### src/rtl/hardmax_finder.sv
// Captures a packed vector of neuron outputs and scans it one element per cycle,
// reporting the index and value of the largest signed element (ties keep the lower index).
module hardmax_finder #(
    parameter int numInput   = 10,
    parameter int dataWidth  = 16,
    parameter int indexWidth = $clog2(numInput)
) (
    input  logic                          clk,
    input  logic                          rst,
    input  logic [numInput*dataWidth-1:0] i_data,
    input  logic                          i_valid,
    output logic [indexWidth-1:0]         o_data,
    output logic [dataWidth-1:0]          o_max_value,
    output logic                          o_data_valid,
    output logic                          busy
);

    typedef enum logic {
        IDLE = 1'b0,
        SCAN = 1'b1
    } state_t;

    localparam int CNT_W = indexWidth + 1;
    localparam logic [CNT_W-1:0] LAST_CNT = CNT_W'(numInput - 1);

    state_t                        state_q, state_d;
    logic [numInput*dataWidth-1:0] buf_q, buf_d;
    logic [CNT_W-1:0]              cnt_q, cnt_d;
    logic [dataWidth-1:0]          max_q, max_d;
    logic [indexWidth-1:0]         idx_q, idx_d;
    logic [indexWidth-1:0]         o_data_q, o_data_d;
    logic [dataWidth-1:0]          o_max_q, o_max_d;
    logic                          o_vld_q, o_vld_d;
    logic                          busy_q, busy_d;

    logic [dataWidth-1:0]          elem;
    logic [dataWidth-1:0]          next_max;
    logic [indexWidth-1:0]         next_idx;

    always_comb begin
        state_d  = state_q;
        buf_d    = buf_q;
        cnt_d    = cnt_q;
        max_d    = max_q;
        idx_d    = idx_q;
        o_data_d = o_data_q;
        o_max_d  = o_max_q;
        o_vld_d  = 1'b0;
        busy_d   = busy_q;

        // Counter never exceeds numInput-1, so its low bits address the buffer directly.
        elem     = buf_q[cnt_q[indexWidth-1:0]*dataWidth +: dataWidth];
        next_max = max_q;
        next_idx = idx_q;
        if ($signed(elem) > $signed(max_q)) begin
            next_max = elem;
            next_idx = cnt_q[indexWidth-1:0];
        end

        case (state_q)
            IDLE: begin
                if (i_valid) begin
                    buf_d   = i_data;
                    max_d   = i_data[dataWidth-1:0];
                    idx_d   = '0;
                    cnt_d   = CNT_W'(1);
                    busy_d  = 1'b1;
                    state_d = SCAN;
                end
            end
            SCAN: begin
                max_d = next_max;
                idx_d = next_idx;
                cnt_d = cnt_q + 1'b1;
                if (cnt_q == LAST_CNT) begin
                    o_data_d = next_idx;
                    o_max_d  = next_max;
                    o_vld_d  = 1'b1;
                    busy_d   = 1'b0;
                    cnt_d    = '0;
                    state_d  = IDLE;
                end
            end
            default: state_d = IDLE;
        endcase
    end

    always_ff @(posedge clk) begin
        if (rst) begin
            state_q  <= IDLE;
            buf_q    <= '0;
            cnt_q    <= '0;
            max_q    <= '0;
            idx_q    <= '0;
            o_data_q <= '0;
            o_max_q  <= '0;
            o_vld_q  <= 1'b0;
            busy_q   <= 1'b0;
        end else begin
            state_q  <= state_d;
            buf_q    <= buf_d;
            cnt_q    <= cnt_d;
            max_q    <= max_d;
            idx_q    <= idx_d;
            o_data_q <= o_data_d;
            o_max_q  <= o_max_d;
            o_vld_q  <= o_vld_d;
            busy_q   <= busy_d;
        end
    end

    assign o_data       = o_data_q;
    assign o_max_value  = o_max_q;
    assign o_data_valid = o_vld_q;
    assign busy         = busy_q;

endmodule

### config.mk
export PLATFORM = sky130hd
export DESIGN_NAME = hardmax_finder
export DESIGN_NICKNAME = d
export VERILOG_FILES = /design/src/rtl/hardmax_finder.sv
export SDC_FILE = /design/constraint.sdc
export NUM_CORES = 1
export LEC_CHECK = 0
export CORE_UTILIZATION = 55
export DETAILED_ROUTE_END_ITERATION = 16
export GPL_TIMING_DRIVEN = 0
export PLACE_DENSITY = 0.84
export SLEW_MARGIN = 20
export SYNTH_ARGS = -nofsm -noshare
export SYNTH_HDL_FRONTEND = slang
export SYNTH_SLANG_ARGS = --single-unit
### constraint.sdc
create_clock -name clk -period 6.5 [get_ports clk]
set_input_delay 1.3 -clock clk [delete_from_list [all_inputs] [get_ports clk]]
set_output_delay 1.3 -clock clk [all_outputs]
set_load 0.01 [all_outputs]
==> metrics.yaml <==
final_layout:
  n_antenna_cell: 0
  n_fill_cell: 1313
  stdcell_count: 1627
  layout-drive-gt1-share: 0.07107
  final_common_cell: "nand2_1"
  stdcell_area_mm2: 0.01236
  final_cell_mix: "nand2_1, dfxtp_1, a21oi_1, clkdlybuf4s50_1, clkbuf_1"
  nets: 1577
  syn_to_final_growth_pct: 28.46
detailed_routing:
  routed_wl_um: 30540
  vias_per_cell: 5.942
  detail-route-antenna-nets: 0
  drc: 0
  firstDrtPassIters: 5
  num_vias: 9667
  drt_iter0_drc: 854
  wl_per_cell_um: 18.77
global_route:
  grt_busiest_layer: "met2"
  antenna_found_initial: 0
  grt_pass1_wl_um: 47670
  grt_max_degree: 14
  grt_pass1_vias: 9212
  use_met3: 0.04686
  grt_usage: 0.3403
  grt_overflow: 0
  met2_usage: 0.5653
  met1_usage: 0.4477
setup_path:
  critPathMaxFanout: 10
  crit_cells: 16
  crit_chain: "buf_4 > buf_2 > buf_2 > mux2_2 > a22oi_1 > nor2_1 > a21oi_1 > inv_1 > ha_1 > nand4_2 > nor4_2 > a21boi_2 > o311a_2 > nor2_1 > buf_2 > o311ai_1"
  critPathTopFamily: "compound AO/OA/AOI/OAI gates"
  r2r_cells: 16
  cp_slowest_cell: "ha_1"
  path_buf_inv: 5
  critPathLaunchType: "register"
  slowest_delay_ns: 0.42
  critPathArrivalTime_ns: 5.21
  endpoint_kind: "register"
  cp.required_ns: 6.90
  crit_top_cell: "buf_2"
  worstSetupPathType: "reg2reg"
sta:
  max_clock_freq_mhz: 207.5
  maxSlewViolCount: 0
  finalSetupTns_ns: 0
  worst_clock_skew_ns: 0.01244
  setup_viol: 0
  finalHoldViolCount: 0
  fin_crit_sh: 0.7413
  slew_headroom: 0.5103
  min_period_ns: 4.818
  hold_slack_ns: 0.4502
  worst_slew_pin_slew_ns: 0.7231
  rsz0062_at_grt: "false"
floorplanning:
  start_util: 0.5719
  core_mm2: 0.01682
  die_w_um: 134.2
  row_count: 47
  dieArea_mm2: 0.01802
  io_pins: 185
  die_h_um: 134.2
yosys:
  syn_nets: 1372
  syn_area_per_cell_um2: 8.077
  syn_inst: 1191
  yosys_warnings: 0
  synth_seq_cells: 208
  ys_seq_area_frac: 0.4329
  netlist_area_mm2: 0.009619
  ys_types: 42
clock_tree:
  post-cts-setup-buffers: 0
  htree_levels: 1
  clk_path_buf_depth: 3
  clock_sinks: 208
  cts_tree: "yes"
  ctsHoldBuffers: 0
  clock_latency_ns: 0.51
  clock-root-buffer: "clkbuf_16"
  path_clk_slew_ns: 0.07
  cts_resized: 0
  cts_made_buffers: 21
placement:
  placed_cell_area_mm2: 0.01172
  dp_hpwl_um: 23490
  placed_cells: 1593
  place.gp.congestion: 0.9647
  portBuffers: 182
run_status:
  status: "complete, no violations"
power:
  p_per_area_mw_per_mm2: 255.7
  netSwitchingFraction: 0.2858
  p_seq_frac: 0.438
  leakagePower_nw: 4.517
  power_frac_comb: 0.194
  peakVddDrop_mv: 0.2016
  switching_power_uw: 903.0
  internal_power_mw: 2.257
  clockPowerShare: 0.369
hold_path:
  hold_path.class: "reg2reg"
  holdPathStages: 2
flow_run:
  maxCapViolCount: 0
==> sequential cells by signal (all words and copies together), names as in the netlist <==
| register | flops |
|---|---|
| buf_q | 160 |
| o_data | 4 |
| state_q | 1 |
| cnt_q | 5 |
| busy | 1 |
| max_q | 16 |
| o_data_valid | 1 |
| o_max_value | 16 |
| idx_q | 4 |
==> final cells by class <==
type / count / area (um2) / area share
buffer: 104 / 429.2 / 0.03473
clock inverter: 6 / 58.81 / 0.004759
sequential: 208 / 4164 / 0.3370
inverter: 33 / 123.9 / 0.01002
multi-input combinational: 846 / 4902 / 0.3967
timing repair buffer: 182 / 1822 / 0.1474
tap: 220 / 275.3 / 0.02228
clock buffer: 28 / 581.8 / 0.04708
==> power groups by stage <==
stage	registers, mW	logic [mW]	clock network (mW)
final	1.38	0.612	1.17
after global routing	1.39	0.659	1.21
after global placement	1.40	0.588	0
after CTS	1.38	0.600	1.16
after detailed placement	1.41	0.595	0
after floorplan	1.39	0.362	0
==> path summary, 6_finish.rpt <==
path	from	end	slack [ns]
worst max register to register	cnt_q[0]$_SDFFE_PP0P_	max_q[9]$_SDFFE_PP0P_	1.68
worst max-delay path	cnt_q[0]$_SDFFE_PP0P_	max_q[9]$_SDFFE_PP0P_	1.68
worst min-delay path	buf_q[142]$_SDFFE_PP0P_	buf_q[142]$_SDFFE_PP0P_	0.45
worst min register to register	buf_q[142]$_SDFFE_PP0P_	buf_q[142]$_SDFFE_PP0P_	0.45
==> kinds of logic after synthesis <==
group | after synthesis | synth area share
flops | 208 | 0.4329
simple gates | 504 | 0.2237
compound gates | 275 | 0.1677
mux | 49 | 0.09482
buf+inv | 137 | 0.05749
fa+ha+maj | 18 | 0.02341
==> Yosys cell counts <==
cell type	instances	area (um2)
nor3_1	21	105.1
nand4_2	1	12.51
a211oi_1	1	7.510
o311ai_1	32	280.3
o21bai_1	1	7.510
buf_2	10	50.05
mux4_2	32	720.7
a2111oi_2	1	15.01
nand3b_1	17	127.6
nand2b_1	4	25.02
clkinv_1	1	3.750
or4_1	17	127.6
nand4_1	6	37.54
a21oi_1	185	925.9
o211ai_1	4	30.03
buf_6	2	22.52
o311a_2	1	11.26
o22a_1	1	8.760
nor2_1	28	105.1
mux2_2	17	191.4
and2_1	2	12.51
o21ai_0	19	95.09
buf_4	3	22.52
nor3b_1	1	7.510
a311oi_1	2	17.52
inv_1	32	120.1
nand2_1	376	1411
a21boi_2	1	11.26
nor2b_1	5	31.28
nand3_1	21	105.1
a21o_1	2	15.01
o21a_1	1	7.510
nor4_2	2	25.02
o311ai_0	2	17.52
a31oi_1	4	25.02
a22oi_1	16	120.1
clkbuf_1	83	311.6
dfxtp_1	208	4164
nor4_1	3	18.77
a41oi_1	2	17.52
buf_1	6	22.52
ha_1	18	225.2
==> layer usage <==
metal	wire, um	share of wire
met1	12490	0.41
met2	14340	0.47
met3	2571	0.084
met4	1138	0.037
met5	0	0
==> worst reg2reg max path, delay by kind of cell (launching register included) <==
family	cells	cell delay [ns]
adders and majority gates	1	0.42
muxes	1	0.38
buffers and inverters	5	1.34
DFF	1	0.37
and+or+nand+nor	4	0.73
AOI/OAI and AO/OA	5	1.45
==> stage by stage <==
step | setup slack [ns] | utilization | power, mW
final | 1.682 | 0.7347 | 3.160
after global routing | 1.386 | 0.7347 | 3.252
after CTS | 1.771 | 0.7347 | 3.137
after detailed placement | 1.844 | 0.6966 | 2.003
after global placement | 1.852 | 0.6966 | 1.992
after floorplan | 2.694 | - | 1.755
Power figures use the tool's default switching activity.
